$ cat config.mk
export PLATFORM = sky130hd
export DESIGN_NAME = gear_shift_ctrl
export DESIGN_NICKNAME = d
export VERILOG_FILES = /design/src/rtl/gear_shift_ctrl_pkg.sv /design/src/rtl/gear_shift_ctrl_debounce.sv /design/src/rtl/gear_shift_ctrl.sv
export SDC_FILE = /design/constraint.sdc
export NUM_CORES = 1
export LEC_CHECK = 0
export ABC_CLOCK_PERIOD_IN_PS = 3300
export BUFFER_PORTS_ARGS = -buffer_cell sky130_fd_sc_hd__buf_2
export CORE_MARGIN = 4
export CORE_UTILIZATION = 60
export CTS_BUF_LIST = sky130_fd_sc_hd__clkbuf_16
export CTS_CLUSTER_DIAMETER = 40
export DETAILED_ROUTE_END_ITERATION = 7
export PLACE_DENSITY = 0.84
export SLEW_MARGIN = 15
export SYNTH_ARGS = -nofsm -noshare
export SYNTH_HDL_FRONTEND = slang
export SYNTH_SLANG_ARGS = --single-unit
$ cat constraint.sdc
create_clock -name clk -period 3.3 [get_ports clk]
set_input_delay 0.165 -clock clk [delete_from_list [all_inputs] [get_ports clk]]
set_output_delay 0.165 -clock clk [all_outputs]
set_load 0.03 [all_outputs]
$ cat src/rtl/gear_shift_ctrl_pkg.sv
// Shared gear codes and FSM state encoding for the shift controller and the display stage.
package gear_shift_ctrl_pkg;

    localparam logic [3:0] GEAR_P = 4'd3;
    localparam logic [3:0] GEAR_R = 4'd6;
    localparam logic [3:0] GEAR_N = 4'd9;
    localparam logic [3:0] GEAR_D = 4'd12;

    typedef enum logic [2:0] {
        ST_P     = 3'd0,
        ST_R     = 3'd1,
        ST_N     = 3'd2,
        ST_D     = 3'd3,
        ST_SHIFT = 3'd4
    } gear_state_t;

    function automatic logic [3:0] gear_code(input gear_state_t s);
        case (s)
            ST_R:    gear_code = GEAR_R;
            ST_N:    gear_code = GEAR_N;
            ST_D:    gear_code = GEAR_D;
            default: gear_code = GEAR_P;
        endcase
    endfunction

endpackage

$ cat src/rtl/gear_shift_ctrl_debounce.sv
// Button conditioner: 2-flop synchroniser, tick-based debounce counter, rising-edge pulse.
module btn_debounce #(
    parameter int DEBOUNCE_MS = 20
) (
    input  logic clk,
    input  logic rst,
    input  logic tick_1ms,
    input  logic btn,
    output logic rise
);

    localparam int CW = $clog2(DEBOUNCE_MS + 1);

    logic [1:0]    sync;
    logic          level;
    logic [CW-1:0] cnt;

    // cnt tracks consecutive samples that differ from the accepted level
    always_ff @(posedge clk or posedge rst) begin
        if (rst) begin
            sync  <= 2'b00;
            level <= 1'b0;
            cnt   <= '0;
            rise  <= 1'b0;
        end else begin
            sync <= {sync[0], btn};
            rise <= 1'b0;
            if (tick_1ms) begin
                if (sync[1] == level) begin
                    cnt <= '0;
                end else if (cnt >= CW'(DEBOUNCE_MS - 1)) begin
                    level <= sync[1];
                    rise  <= sync[1];
                    cnt   <= '0;
                end else begin
                    cnt <= cnt + 1'b1;
                end
            end
        end
    end

endmodule

$ cat src/rtl/gear_shift_ctrl.sv
// Gear selector FSM: debounced up/down requests, brake/speed interlocks, timed SHIFT state.
//
// state    | meaning
// ST_P     | park, gear_char=3
// ST_R     | reverse, gear_char=6
// ST_N     | neutral, gear_char=9
// ST_D     | drive, gear_char=12
// ST_SHIFT | shift in progress, old code shown, target latched
module gear_shift_ctrl
    import gear_shift_ctrl_pkg::*;
#(
    parameter int DEBOUNCE_MS = 20,
    parameter int SHIFT_MS    = 200
) (
    input  logic       clk,
    input  logic       rst,
    input  logic       tick_1ms,
    input  logic       btn_up,
    input  logic       btn_down,
    input  logic       brake,
    input  logic [7:0] speed,
    output logic [3:0] gear_char,
    output logic       shift_busy,
    output logic       shift_reject
);

    localparam int SW = $clog2(SHIFT_MS + 1);

    logic          up_req;
    logic          dn_req;
    gear_state_t   state;
    gear_state_t   target;
    gear_state_t   next_gear;
    logic          shift_ok;
    logic [SW-1:0] shift_cnt;

    btn_debounce #(.DEBOUNCE_MS(DEBOUNCE_MS)) u_db_up (
        .clk      (clk),
        .rst      (rst),
        .tick_1ms (tick_1ms),
        .btn      (btn_up),
        .rise     (up_req)
    );

    btn_debounce #(.DEBOUNCE_MS(DEBOUNCE_MS)) u_db_down (
        .clk      (clk),
        .rst      (rst),
        .tick_1ms (tick_1ms),
        .btn      (btn_down),
        .rise     (dn_req)
    );

    // Interlocks only matter at request time; SHIFT ignores brake/speed
    always_comb begin
        next_gear = state;
        shift_ok  = 1'b0;
        if (up_req) begin
            case (state)
                ST_P: begin next_gear = ST_R; shift_ok = brake && (speed == 8'd0); end
                ST_R: begin next_gear = ST_N; shift_ok = 1'b1; end
                ST_N: begin next_gear = ST_D; shift_ok = 1'b1; end
                default: shift_ok = 1'b0;
            endcase
        end else begin
            case (state)
                ST_D: begin next_gear = ST_N; shift_ok = 1'b1; end
                ST_N: begin next_gear = ST_R; shift_ok = (speed == 8'd0); end
                ST_R: begin next_gear = ST_P; shift_ok = (speed == 8'd0); end
                default: shift_ok = 1'b0;
            endcase
        end
    end

    always_ff @(posedge clk or posedge rst) begin
        if (rst) begin
            state        <= ST_P;
            target       <= ST_P;
            shift_cnt    <= '0;
            gear_char    <= GEAR_P;
            shift_busy   <= 1'b0;
            shift_reject <= 1'b0;
        end else begin
            shift_reject <= 1'b0;
            case (state)
                ST_P, ST_R, ST_N, ST_D: begin
                    gear_char <= gear_code(state);
                    if (up_req && dn_req) begin
                        shift_reject <= 1'b1;
                    end else if (up_req || dn_req) begin
                        if (shift_ok) begin
                            state      <= ST_SHIFT;
                            target     <= next_gear;
                            shift_cnt  <= '0;
                            shift_busy <= 1'b1;
                        end else begin
                            shift_reject <= 1'b1;
                        end
                    end
                end
                ST_SHIFT: begin
                    if (up_req || dn_req) shift_reject <= 1'b1;
                    if (tick_1ms) begin
                        if (shift_cnt >= SW'(SHIFT_MS - 1)) begin
                            state      <= target;
                            gear_char  <= gear_code(target);
                            shift_busy <= 1'b0;
                        end else begin
                            shift_cnt <= shift_cnt + 1'b1;
                        end
                    end
                end
                default: begin
                    state      <= ST_P;
                    gear_char  <= GEAR_P;
                    shift_busy <= 1'b0;
                end
            endcase
        end
    end

endmodule

# [Word level (Yosys, flattened, before mapping)]
# Index checks and enable logic that the tools add are counted.
[op_classes] n_reduce_logical=14 n_eq_ne=15 mux=44 n_lt_le_gt_ge=3 addsub=3 bitwise=3
[op_table] cell="two-way mux 8 bit" n=5
[op_table] cell="case mux 4 bit (3 select lines)" n=2
[op_table] cell="two-way mux 5 bit" n=4
[op_table] cell="two-way mux 3 bit" n=6
[op_table] cell="case mux 3 bit (3 select lines)" n=2
[op_table] cell="two-way mux 1 bit" n=16
[op_table] cell="case mux 8 bit (2 select lines)" n=1
[op_table] cell="equality test 3 x 2 -> 1 bit, second input constant" n=4
[op_table] cell="inequality test 2 bit, second input constant" n=6
[op_table] cell="adder 5 x 1 -> 5 bit, second input constant" n=2
[op_table] cell="greater-or-equal comparator 5 bit, second input constant" n=2
[op_table] cell="adder 8 x 1 -> 8 bit, second input constant" n=1
[op_table] cell="greater-or-equal comparator 8 bit, second input constant" n=1
[op_table] cell="zero test 8 bit" n=1
[op_table] cell="two-way mux 4 bit" n=2
[op_table] cell="case mux 1 bit (2 select lines)" n=4
[op_table] cell="case mux 4 bit (2 select lines)" n=1
[op_table] cell="equality test 3 x 1 -> 1 bit, second input constant" n=2
[op_table] cell="case mux 3 bit (2 select lines)" n=1
[op_table] cell="AND reduction 3 bit" n=2
[op_table] cell="AND reduction 6 bit" n=1
[op_table] cell="AND reduction 5 bit" n=1
[op_table] cell="AND reduction 4 bit" n=1
[op_table] cell="OR reduction 4 bit" n=1
[op_table] cell="other kinds (9)" n=13
[word_totals] in_bits=14 wordCells=96 out_inout_bits=6 reg_bits=38

# [Longest topological paths before layout]
[depth] word_depth=8 ltp_mapped=5 ltp_nobuf=5

# [Cells and area by module]
# From an unflattened synthesis, not the netlist that was laid out.
[hier_totals] cells_unflattened=206 area_unflattened_um2=2145.8
[by_module_without_submodules] mod="gear_shift_ctrl" area_each_um2=1272.5 seq_area_each_um2=503.0 cells_each=132 n_inst=1
[by_module_without_submodules] mod="btn_debounce" area_each_um2=436.7 seq_area_each_um2=225.2 cells_each=37 n_inst=2

# [Least setup slack after synthesis]
# No wires, ideal clock.
[synth_timing] path_kind="flip-flop to flip-flop" startpoint="register shift_cnt[0]" endpoint="register gear_char[3]" setup_slack_ps=1638 synth_period_minus_slack_ps=1662 setup_ps=65 n_path_buf=0 t_arrival_ps=1597 path_stages_with_launch=6 required_time_ps=3235 path_cell_list="dfrtp_1 > ha_1 > a2111o_1 > a41oi_2 > a221o_1 > o21a_1"
[synth_via] elab_chain_len=3
[synth_lines] item="start: declaration" line_no="gear_shift_ctrl.sv:35" source="logic [SW-1:0] shift_cnt;"
[synth_lines] item="start signal: assignment" line_no="gear_shift_ctrl.sv:108" source="shift_cnt <= shift_cnt + 1'b1;"
[synth_lines] item="greater-or-equal comparator 8 bit" line_no="gear_shift_ctrl.sv:103" source="if (shift_cnt >= SW'(SHIFT_MS - 1)) begin"
[synth_lines] item="inequality test 2 bit (no source line)"
[synth_lines] item="AND reduction 2 bit (no source line)"
[synth_lines] item="end signal: assignment" line_no="gear_shift_ctrl.sv:86" source="gear_char <= gear_code(state);"
[synth_lines] item="end signal: assignment" line_no="gear_shift_ctrl.sv:105" source="gear_char <= gear_code(target);"
[synth_lines] item="end: declaration" line_no="gear_shift_ctrl.sv:22" source="output logic [3:0] gear_char,"
# No other way between the ends.
# A chain may end at the register's enable or synchronous reset.

# [Worst setup path after layout]
[layout_timing] startpoint="register u_db_down.cnt[0]" endpoint="register u_db_down.cnt[3]"
[layout_via] elab_chain_len=3 word_cells_on_any_way=4 classes_between="add/sub (1); order compare (1); mux (2)"
[layout_lines] item="start: declaration" line_no="gear_shift_ctrl_debounce.sv:16" source="logic [CW-1:0] cnt;"
[layout_lines] item="start signal: assignment" line_no="gear_shift_ctrl_debounce.sv:36" source="cnt <= cnt + 1'b1;"
[layout_lines] item="adder 5 x 1 -> 5 bit / greater-or-equal comparator 5 bit (equally long branches)" line_no="gear_shift_ctrl_debounce.sv:36, gear_shift_ctrl_debounce.sv:31"
[layout_lines] item="two-way mux 5 bit (*)" line_no="gear_shift_ctrl_debounce.sv:31" source="end else if (cnt >= CW'(DEBOUNCE_MS - 1)) begin"
[layout_lines] item="two-way mux 5 bit (*)" line_no="gear_shift_ctrl_debounce.sv:29" source="if (sync[1] == level) begin"
# Mark *: on every way between the ends. The rest lies on a longest branch, timed or not.

==> impl_metrics.tcl <==
set metrics [dict create \
    status "finished, final reports clean" \
    combPwrFrac 0.053 \
    worstHoldStart "tick_1ms" \
    critPathKind "flip-flop to flip-flop" \
    antenna_left 0 \
    multi_input_area_um2 1030 \
    rrSetupSlack_ns 1.28 \
    max_freq_ghz 0.495 \
    slew_headroom 0.544 \
    grt_pass1_wl_um 8070 \
    gr-total-overflow 0 \
    synth.yosys.seq_area_share 0.462 \
    drt-initial-drc-count 143 \
    peakVddDrop_uv 421 \
    numCtsBuffers 5 \
    slew_viol_final 0 \
    whs_path_depth 3 \
    power.leakage_nw 1.06 \
    syn_area_per_cell_um2 10.4 \
    rows 21 \
    tightestPinTransition_ns 0.666 \
    setup_tns_ns 0 \
    path_cells "ha_1 -> a2111oi_0 -> o211ai_1 -> o21ai_0 -> a21o_1" \
    dp.cells 256 \
    layout_min_cycle_time_ns 2.02 \
    maxCapViolCount 0 \
    wl_per_cell_um 17.8 \
    fin_skew_ns 0.00340 \
    ys_types 52 \
    crit_path_max_fanout 7 \
    insertion_delay_ns 0.29 \
    vias_per_cell 6.39 \
    initial_core_util 0.618 \
    synth_ff_type "dfrtp_1" \
    cts_buffer_depth 2 \
    holdPathEnd "u_db_down.cnt[4]" \
    r2r_end "u_db_down.cnt[3]" \
    power_frac_clock 0.501 \
    p_per_area_nw_per_um2 463 \
    io_pins 20 \
    synth_edf_count 0 \
    num-fill-cells 243 \
    drive_gt1_frac 0.186 \
    routabilityCongestion 0.801 \
    async_reset_ff_frac 1.00 \
    yosysWarnings 0 \
    hold_path_class "input pin to flip-flop" \
    die-height_um 66.6 \
    setup_viol_count_final 0 \
    numClockSinks 38 \
    p_switching_mw 0.241 \
    drt_first_pass_iters 4 \
    cp-start-kind "flip-flop" \
    diodes 0 \
    dpl.hpwl_um 3150 \
    regArea_um2 953 \
    die_area_um2 4440 \
    reg2reg_depth 5 \
    fin_crit_sh 0.612 \
    rsz0062_at_grt "no" \
    critPathSlowestCell "a2111oi_0" \
    grt_max_degree 39 \
    track_usage 0.245 \
    area_delta_synth_final_pct 15.3 \
    via_count 1705 \
    finalHoldViolCount 0 \
    crit_path_end_kind "flip-flop" \
    synthCells 199 \
    critPathMaxStageDelay_ns 0.48 \
    cts_max_level 2 \
    ys_ff_latch 38 \
    instances_no_fill 267 \
    required_ns 3.52 \
    die_w_um 66.6 \
    swShare 0.219 \
    p_seq_frac 0.447 \
    worstReg2RegStart "u_db_down.cnt[0]" \
    antenna_found_initial 0 \
    cell_internal_pwr_mw 0.859 \
    drc 0 \
    cts_root_buf "clkbuf_16" \
    syn_nets 216 \
    cts_tree "built" \
    coreArea_um2 3340 \
    crit_arrival_ns 2.24 \
    grt_pass1_vias 1707 \
    clkSlewWorstSetupHoldPaths_ns 0.06 \
    nNetsFinal 237 \
    port_buffers 19 \
    synth_area_um2 2060 \
    drt_wl_total_um 4740 \
]
worst max-delay path by stage:
stage	start	to	depth (start not counted)
floorplan	shift_cnt[0]	gear_char[3]	5
global placement	state[1]	shift_cnt[2]	4
detailed placement	state[0]	shift_cnt[4]	4
CTS	state[0]	shift_cnt[4]	4
global route	u_db_down.cnt[0]	u_db_down.cnt[3]	5
finish	u_db_down.cnt[0]	u_db_down.cnt[3]	5
cells by family (layout without fill, tap and decap cells):
group	Yosys count	after routing	share of synthesized area
simple gates	67	67	0.181
compound gates	57	57	0.226
flops	38	38	0.462
buf+inv	19	41	0.0400
mux	9	9	0.0461
xor+xnor	6	6	0.0255
fa+ha+maj	3	3	0.0182
Yosys cell counts, types with 5 or more instances:
cell      instances  area share
dfrtp_1          36        0.44
nand2_1          17       0.031
o21ai_0          10       0.024
inv_1             9       0.016
nand3_1           8       0.019
nor2_1            8       0.015
nor3b_1           8       0.029
o211ai_1          6       0.022
a21o_1            5       0.018
a21oi_1           5       0.012
clkbuf_1          5      0.0091
mux2i_1           5       0.024
nor3_1            5       0.012
o21a_1            5       0.018
power groups by stage:
stage	combinational, mW	sequential [mW]	clock [mW]
floorplan	0.0370	0.495	0
global placement	0.0502	0.496	0
detailed placement	0.0551	0.499	0
CTS	0.0579	0.491	0.562
global route	0.0648	0.493	0.581
finish	0.0578	0.491	0.551
final cells by class:
class	instances	area share
clock buffer	5	0.0526
clock inverter	3	0.0189
inverter	10	0.0158
multi-input combinational	142	0.432
sequential	38	0.401
tap	46	0.0242
timing repair buffer	23	0.0558
state kept, by name (all words and copies together) (netlist names):
name and flops:
shift_busy 1, u_db_up.level 1, shift_cnt 8, target 3
u_db_up.sync 2, u_db_up.rise 1, u_db_up.cnt 5, shift_reject 1
u_db_down.level 1, gear_char 4, u_db_down.sync 2, u_db_down.rise 1
state 3, u_db_down.cnt 5
metrics by stage:
| stage | instance area, um^2 | setup WS [ns] | hold slack (ns) | power [mW] | util |
|---|---|---|---|---|---|
| floorplan | 2060 | 1.64 | 0.196 | 0.532 | - |
| global placement | 2180 | 1.47 | 0.275 | 0.547 | 0.652 |
| detailed placement | 2180 | 1.35 | 0.275 | 0.554 | 0.652 |
| CTS | 2380 | 1.35 | 0.307 | 1.11 | 0.712 |
| global route | 2380 | 0.992 | 0.340 | 1.14 | 0.712 |
| finish | 2380 | 1.28 | 0.325 | 1.10 | 0.712 |
cell usage in the layout, fill, tap and decap left out, drive strengths merged, types with 4 or more instances in the layout:
cell    count
dfrtp      36
buf        20
nand2      17
o21ai      11
inv         9
nor2        9
nor3b       9
nand3       8
o211ai      6
nor3        6
a21o        5
a21oi       5
mux2i       5
o21a        5
clkbuf      5
xor2        4
and3        4
nand4       4
mux2        4
layer usage:
layer / wire, um / share of wire / vias up / track usage
met2: 2500 / 0.53 / 64 / 0.411
met1: 1870 / 0.40 / 842 / 0.293
met5: 0 / 0 / - / 0
met4: 89 / 0.019 / 0 / 0.122
met3: 280 / 0.059 / 9 / 0.0540
li1: - / - / 790 / -
critical path: cells and delay by family, from the launching register on:
kind | cells | cell delay, ns
AO/OA/AOI/OAI | 4 | 1.29
adder cells (fa/ha/maj) | 1 | 0.25
flip-flops | 1 | 0.41
what timing repair did:
action	in CTS	in global routing
gates resized for setup	0	0
buffers inserted	0	0
endpoints found under the hold margin	38	0
hold buffers	3	0
Power figures use the tool's default switching activity.
